**src/rtl/alu_share_ctrl_pkg.sv**
```systemverilog
// alu_share_ctrl_pkg: alu op codes and sharing-controller states
package alu_share_ctrl_pkg;
  typedef enum logic [2:0] {
    ALU_ADD = 3'b000,
    ALU_SUB = 3'b001,
    ALU_AND = 3'b010,
    ALU_OR  = 3'b011,
    ALU_SLT = 3'b101
  } alu_ctrl_t;
  typedef enum logic [1:0] {S_IDLE, S_EXEC, S_RESP} alu_share_state_t;
endpackage

```
**src/rtl/alu.sv**
```systemverilog
// alu: combinational add/sub/and/or/slt with undefined-op flag
module alu
  import alu_share_ctrl_pkg::*;
#(
  parameter int WIDTH = 32
) (
  input  logic [WIDTH-1:0] a,
  input  logic [WIDTH-1:0] b,
  input  logic [2:0]       ALUControl,
  output logic [WIDTH-1:0] ALUResult,
  output logic             Z,
  output logic             err
);
  always_comb begin
    ALUResult = '0;
    err = 1'b0;
    case (ALUControl)
      ALU_ADD: ALUResult = a + b;
      ALU_SUB: ALUResult = a - b;
      ALU_AND: ALUResult = a & b;
      ALU_OR:  ALUResult = a | b;
      ALU_SLT: ALUResult = {{(WIDTH-1){1'b0}}, a < b};
      default: err = 1'b1;
    endcase
  end
  assign Z = ~|ALUResult;
endmodule

```
**src/rtl/alu_share_ctrl_arbiter.sv**
```systemverilog
// rr_arbiter: first requester at or after ptr (wrapping) wins; one-hot grant plus index
module rr_arbiter #(
  parameter int N = 2,
  localparam int IW = (N > 1) ? $clog2(N) : 1
) (
  input  logic [N-1:0]  req,
  input  logic [IW-1:0] ptr,
  output logic [N-1:0]  grant,
  output logic [IW-1:0] idx
);
  always_comb begin
    idx = '0;
    for (int k = N - 1; k >= 0; k--)
      if (req[(int'(ptr) + k) % N]) idx = IW'((int'(ptr) + k) % N);
    grant = (|req) ? (N'(1) << idx) : '0;
  end
endmodule

```
**src/rtl/alu_share_ctrl.sv**
```systemverilog
// alu_share_ctrl: round-robin sharing of one alu between NREQ valid/ready requesters
module alu_share_ctrl
  import alu_share_ctrl_pkg::*;
#(
  parameter int WIDTH = 32,
  parameter int NREQ  = 2
) (
  input  logic                  clk,
  input  logic                  reset,
  input  logic [NREQ-1:0]       req_valid,
  output logic [NREQ-1:0]       req_ready,
  input  logic [NREQ*3-1:0]     req_op,
  input  logic [NREQ*WIDTH-1:0] req_a,
  input  logic [NREQ*WIDTH-1:0] req_b,
  output logic [NREQ-1:0]       rsp_valid,
  input  logic [NREQ-1:0]       rsp_ready,
  output logic [WIDTH-1:0]      rsp_result,
  output logic                  rsp_zero,
  output logic                  rsp_err,
  output logic                  busy
);
  localparam int IW = $clog2(NREQ);
  alu_share_state_t r_state;
  logic [IW-1:0]    r_ptr, r_idx, w_idx;
  logic [NREQ-1:0]  w_grant, r_rsp_valid;
  logic [2:0]       r_op;
  logic [WIDTH-1:0] r_a, r_b, r_result, w_result;
  logic             r_zero, r_err, w_zero, w_err;
  rr_arbiter #(.N(NREQ)) u_arb (.req(req_valid), .ptr(r_ptr), .grant(w_grant), .idx(w_idx));
  alu #(.WIDTH(WIDTH)) u_alu (
    .a(r_a), .b(r_b), .ALUControl(r_op), .ALUResult(w_result), .Z(w_zero), .err(w_err)
  );
  assign req_ready  = (r_state == S_IDLE) ? w_grant : '0;
  assign rsp_valid  = r_rsp_valid;
  assign rsp_result = r_result;
  assign rsp_zero   = r_zero;
  assign rsp_err    = r_err;
  assign busy       = r_state != S_IDLE;
  always_ff @(posedge clk) begin
    if (reset) begin
      r_state     <= S_IDLE;
      r_ptr       <= '0;
      r_idx       <= '0;
      r_op        <= '0;
      r_a         <= '0;
      r_b         <= '0;
      r_rsp_valid <= '0;
      r_result    <= '0;
      r_zero      <= 1'b0;
      r_err       <= 1'b0;
    end else begin
      case (r_state)
        S_IDLE: if (|req_valid) begin
          r_idx   <= w_idx;
          r_op    <= req_op[3*w_idx +: 3];
          r_a     <= req_a[WIDTH*w_idx +: WIDTH];
          r_b     <= req_b[WIDTH*w_idx +: WIDTH];
          r_ptr   <= (w_idx == IW'(NREQ - 1)) ? '0 : w_idx + 1'b1;
          r_state <= S_EXEC;
        end
        S_EXEC: begin
          r_result    <= w_result;
          r_zero      <= w_zero;
          r_err       <= w_err;
          r_rsp_valid <= NREQ'(1) << r_idx;
          r_state     <= S_RESP;
        end
        S_RESP: if (rsp_ready[r_idx]) begin
          r_rsp_valid <= '0;
          r_state     <= S_IDLE;
        end
        default: r_state <= S_IDLE;
      endcase
    end
  end
endmodule

```
**config.mk**
```make
export PLATFORM = sky130hd
export DESIGN_NAME = alu_share_ctrl
export DESIGN_NICKNAME = d
export VERILOG_FILES = /design/src/rtl/alu_share_ctrl_pkg.sv /design/src/rtl/alu.sv /design/src/rtl/alu_share_ctrl_arbiter.sv /design/src/rtl/alu_share_ctrl.sv
export SDC_FILE = /design/constraint.sdc
export NUM_CORES = 1
export LEC_CHECK = 0
export CORE_UTILIZATION = 48
export CTS_BUF_LIST = sky130_fd_sc_hd__clkbuf_4
export DETAILED_ROUTE_END_ITERATION = 10
export PLACE_DENSITY = 0.74
export SLEW_MARGIN = 20
export SYNTH_ARGS = -nofsm -noshare
export SYNTH_HDL_FRONTEND = slang
export SYNTH_HIERARCHICAL = 1
export SYNTH_SLANG_ARGS = --single-unit
```
**constraint.sdc**
```tcl
create_clock -name clk -period 5.6 [get_ports clk]
set_input_delay 1.68 -clock clk [delete_from_list [all_inputs] [get_ports clk]]
set_output_delay 1.68 -clock clk [all_outputs]
set_load 0.05 [all_outputs]
```
==> flow_metrics.env <==
export IMPL_crit_path_start="req_valid[0]"
export IMPL_gp_congestion=1.03
export IMPL_area_delta_synth_final_pct=20.2
export IMPL_drtIter0Drc=983
export IMPL_port_buffers=178
export IMPL_yosys_area_share_simple_pct=15.7
export IMPL_drv_slew=0
export IMPL_setup_viol=0
export IMPL_synth_seq_cells=107
export IMPL_yosysMostFrequentCell="a21oi_1"
export IMPL_avgSynthCellArea_sq_um=7.62
export IMPL_synth_xor_area_share_pct=0.881
export IMPL_drive_gt1_share_pct=6.75
export IMPL_grt_pass1_wl_mm=51.4
export IMPL_htree_levels=3
export IMPL_crit_end="req_ready[0]"
export IMPL_worstRegToRegCells=17
export IMPL_rows=52
export IMPL_p_total_mw=3.22
export IMPL_track_usage_pct=30.4
export IMPL_root_buffer="clkbuf_4"
export IMPL_grt_overflow=0
export IMPL_viasPerCell=6.01
export IMPL_max_clock_path_buffers=2
export IMPL_via_count=10200
export IMPL_nets=1660
export IMPL_grt_start_max_net_pins=72
export IMPL_cts_sinks=107
export IMPL_cts_resized_gates=0
export IMPL_fmax_mhz=197
export IMPL_ir_drop_mv=0.162
export IMPL_dr_pass1_iters=5
export IMPL_crit_type="in -> out"
export IMPL_synthAdderAreaFrac_pct=13.0
export IMPL_yosysSeqAreaShare_pct=21.5
export IMPL_antenna_found_initial=2
export IMPL_cap_violations=0
export IMPL_worst_hold_path_type="reg -> reg"
export IMPL_holdWs_ns=0.463
export IMPL_die_area_sq_um=21300
export IMPL_synth_top_family_by_area="compound AO/OA/AOI/OAI gates"
export IMPL_syn_inst=1306
export IMPL_die_h_um=146
export IMPL_rr_startpoint="r_b[0]$_SDFFE_PP0P_"
export IMPL_cts_hold_buf=0
export IMPL_cpPeakStageDelay_ns=0.80
export IMPL_clkLatencyLatePin_ns=0.52
export IMPL_power_leakage_nw=4.64
export IMPL_crit_slowest_cell="clkdlybuf4s50_1"
export IMPL_wl_per_cell_um=19.3
export IMPL_clk_pin_slew_ns=0.16
export IMPL_seqCellArea_sq_um=2140
export IMPL_fin_setup_tns_ns=0
export IMPL_cp_start_kind="input port"
export IMPL_place_hpwl_mm=25.2
export IMPL_ys_types=79
export IMPL_r2r_end="rsp_zero$_SDFFE_PP0P_"
export IMPL_io_pins=179
export IMPL_hold_violations=0
export IMPL_crit_chain="clkdlybuf4s50_1 > a21boi_0 > and2_1 > clkdlybuf4s50_1"
export IMPL_syn_area_sq_um=9950
export IMPL_cp_max_fo=5
export IMPL_ys_async_sr_fraction_pct=0
export IMPL_cp_arrival_ns=3.39
export IMPL_rrSetupSlack_ns=0.78
export IMPL_rsz0062_at_grt="false"
export IMPL_power_density_nw_per_um2=269
export IMPL_final_cell_area_sq_um=12000
export IMPL_critPathCaptureType="primary output"
export IMPL_min_period_ns=5.07
export IMPL_post_cts_setup_buffers=0
export IMPL_relSlewSlack_pct=41.0
export IMPL_synth_top_area_cell="dfxtp_1"
export IMPL_cts_tree="done"
export IMPL_synth_edf_count=0
export IMPL_nFillCells=1972
export IMPL_coreArea_sq_um=20300
export IMPL_grt_pass1_vias=9246
export IMPL_synth_fp_nets=1548
export IMPL_wl_mm=32.7
export IMPL_ant_nets=0
export IMPL_synth_commonest_cells="170 x a21oi_1, 137 x nand2_1, 107 x dfxtp_1"
export IMPL_multi_input_area_sq_um=6970
export IMPL_fin_skew_ns=0.0290
export IMPL_synthFlopType="dfxtp_1"
export IMPL_start_util_pct=49.0
export IMPL_drc=0
export IMPL_synthMuxAreaShare_pct=8.30
export IMPL_crit_required_ns=3.92
export IMPL_status="finished clean"
export IMPL_die_w_um=146
export IMPL_cpMostUsedCell="clkdlybuf4s50_1"
export IMPL_cts_made_buffers=9
export IMPL_ys_warn_count=6
export IMPL_synth_compound_area_share_pct=32.0
export IMPL_synth_area_leaders="dfxtp_1 22%, ha_1 13%, a21oi_1 8.6%, mux2i_1 7.9%, nand2_1 5.2%"
export IMPL_worstMarginPinSlew_ns=0.886
export IMPL_synth_top_area_share_pct=21.5
export IMPL_postPlaceCellArea_sq_um=11800
export IMPL_period_share_pct=90.5
## cell type report
class	instances	area share (%)
multi-input cells	994	58.3
well taps	270	2.83
flip-flops and latches	107	17.9
clock inverters	7	0.596
clock buffers	9	0.565
inverters	106	3.33
repair buffers	200	16.4
diodes	4	0.0837
## routing by layer
| layer | share of wire [%] | track usage [%] | routed length, um |
|---|---|---|---|
| met1 | 49 | 46.9 | 16100 |
| met2 | 41 | 42.4 | 13300 |
| met3 | 9.0 | 6.52 | 2950 |
| met4 | 1.1 | 6.05 | 362 |
| met5 | 0 | 0 | 0 |
## power by group
group | internal (mW) | leakage (nW) | switching (mW)
registers | 0.851 | 0.883 | 0.0899
logic | 0.698 | 3.68 | 1.18
clock network | 0.104 | 0.0749 | 0.297
## cell usage in the layout, fill, tap and decap left out, types with 8 or more instances in the layout
master and n:
clkdlybuf4s50_1 177, a21oi_1 170, nand2_1 137, dfxtp_1 107
inv_1 104, ha_1 100, mux2i_1 78, nor2_1 77
o21ai_0 51, a211oi_1 49, a211oi_2 30, nor3_1 22
buf_4 22, o31ai_1 22, o211ai_1 21, nand3_1 18
a31oi_1 16, a21o_1 14, nor4_1 11, nand4_1 10
o22ai_1 10, clkbuf_4 9, nor2b_1 9, xnor2_1 9
and2_1 8, nand2b_1 8, or3_1 8
## critical path, delay by kind of cell
kind,cells,cell delay [ns]
buf+inv,2,1.38
simple gates,1,0.14
compound gates,1,0.19
## through the flow
stage / instances / setup slack [ns] / utilization [%]
2_1_floorplan: 1306 / 1.39 / -
3_3_place_gp: 1677 / 0.548 / 58.2
3_5_place_dp: 1677 / 0.558 / 58.2
4_1_cts: 1693 / 0.542 / 58.9
5_1_grt: 1697 / 0.415 / 58.9
6_report: 1697 / 0.533 / 58.9
## sequential cells by signal, summed over array words and instances (netlist names)
| name | flops |
|---|---|
| r_a | 32 |
| r_state | 2 |
| r_ptr | 1 |
| r_idx | 1 |
| r_b | 32 |
| rsp_err | 1 |
| r_op | 3 |
| rsp_zero | 1 |
| rsp_valid | 2 |
| rsp_result | 32 |
## cells by family (layout without fill, tap and decap cells)
group | Yosys count | in the layout
flops | 107 | 107
mux | 80 | 80
simple gates | 337 | 337
other cells | 0 | 4
buf+inv | 205 | 322
xor+xnor | 10 | 10
fa+ha+maj | 102 | 102
compound gates | 465 | 465
## worst min-delay path by stage
stage	start	end	slack (ns)	cells past startpoint
6_report	rsp_result[9]$_SDFFE_PP0P_	rsp_result[9]$_SDFFE_PP0P_	0.46	2
5_1_grt	rsp_result[25]$_SDFFE_PP0P_	rsp_result[25]$_SDFFE_PP0P_	0.48	2
4_1_cts	rsp_result[25]$_SDFFE_PP0P_	rsp_result[25]$_SDFFE_PP0P_	0.47	2
3_5_place_dp	rsp_result[25]$_SDFFE_PP0P_	rsp_result[25]$_SDFFE_PP0P_	0.45	2
3_3_place_gp	rsp_err$_SDFFE_PP0P_	rsp_err$_SDFFE_PP0P_	0.44	2
2_1_floorplan	r_ptr$_SDFFE_PP0P_	r_ptr$_SDFFE_PP0P_	0.46	2
Note: power is estimated with default switching activity, not from simulation.
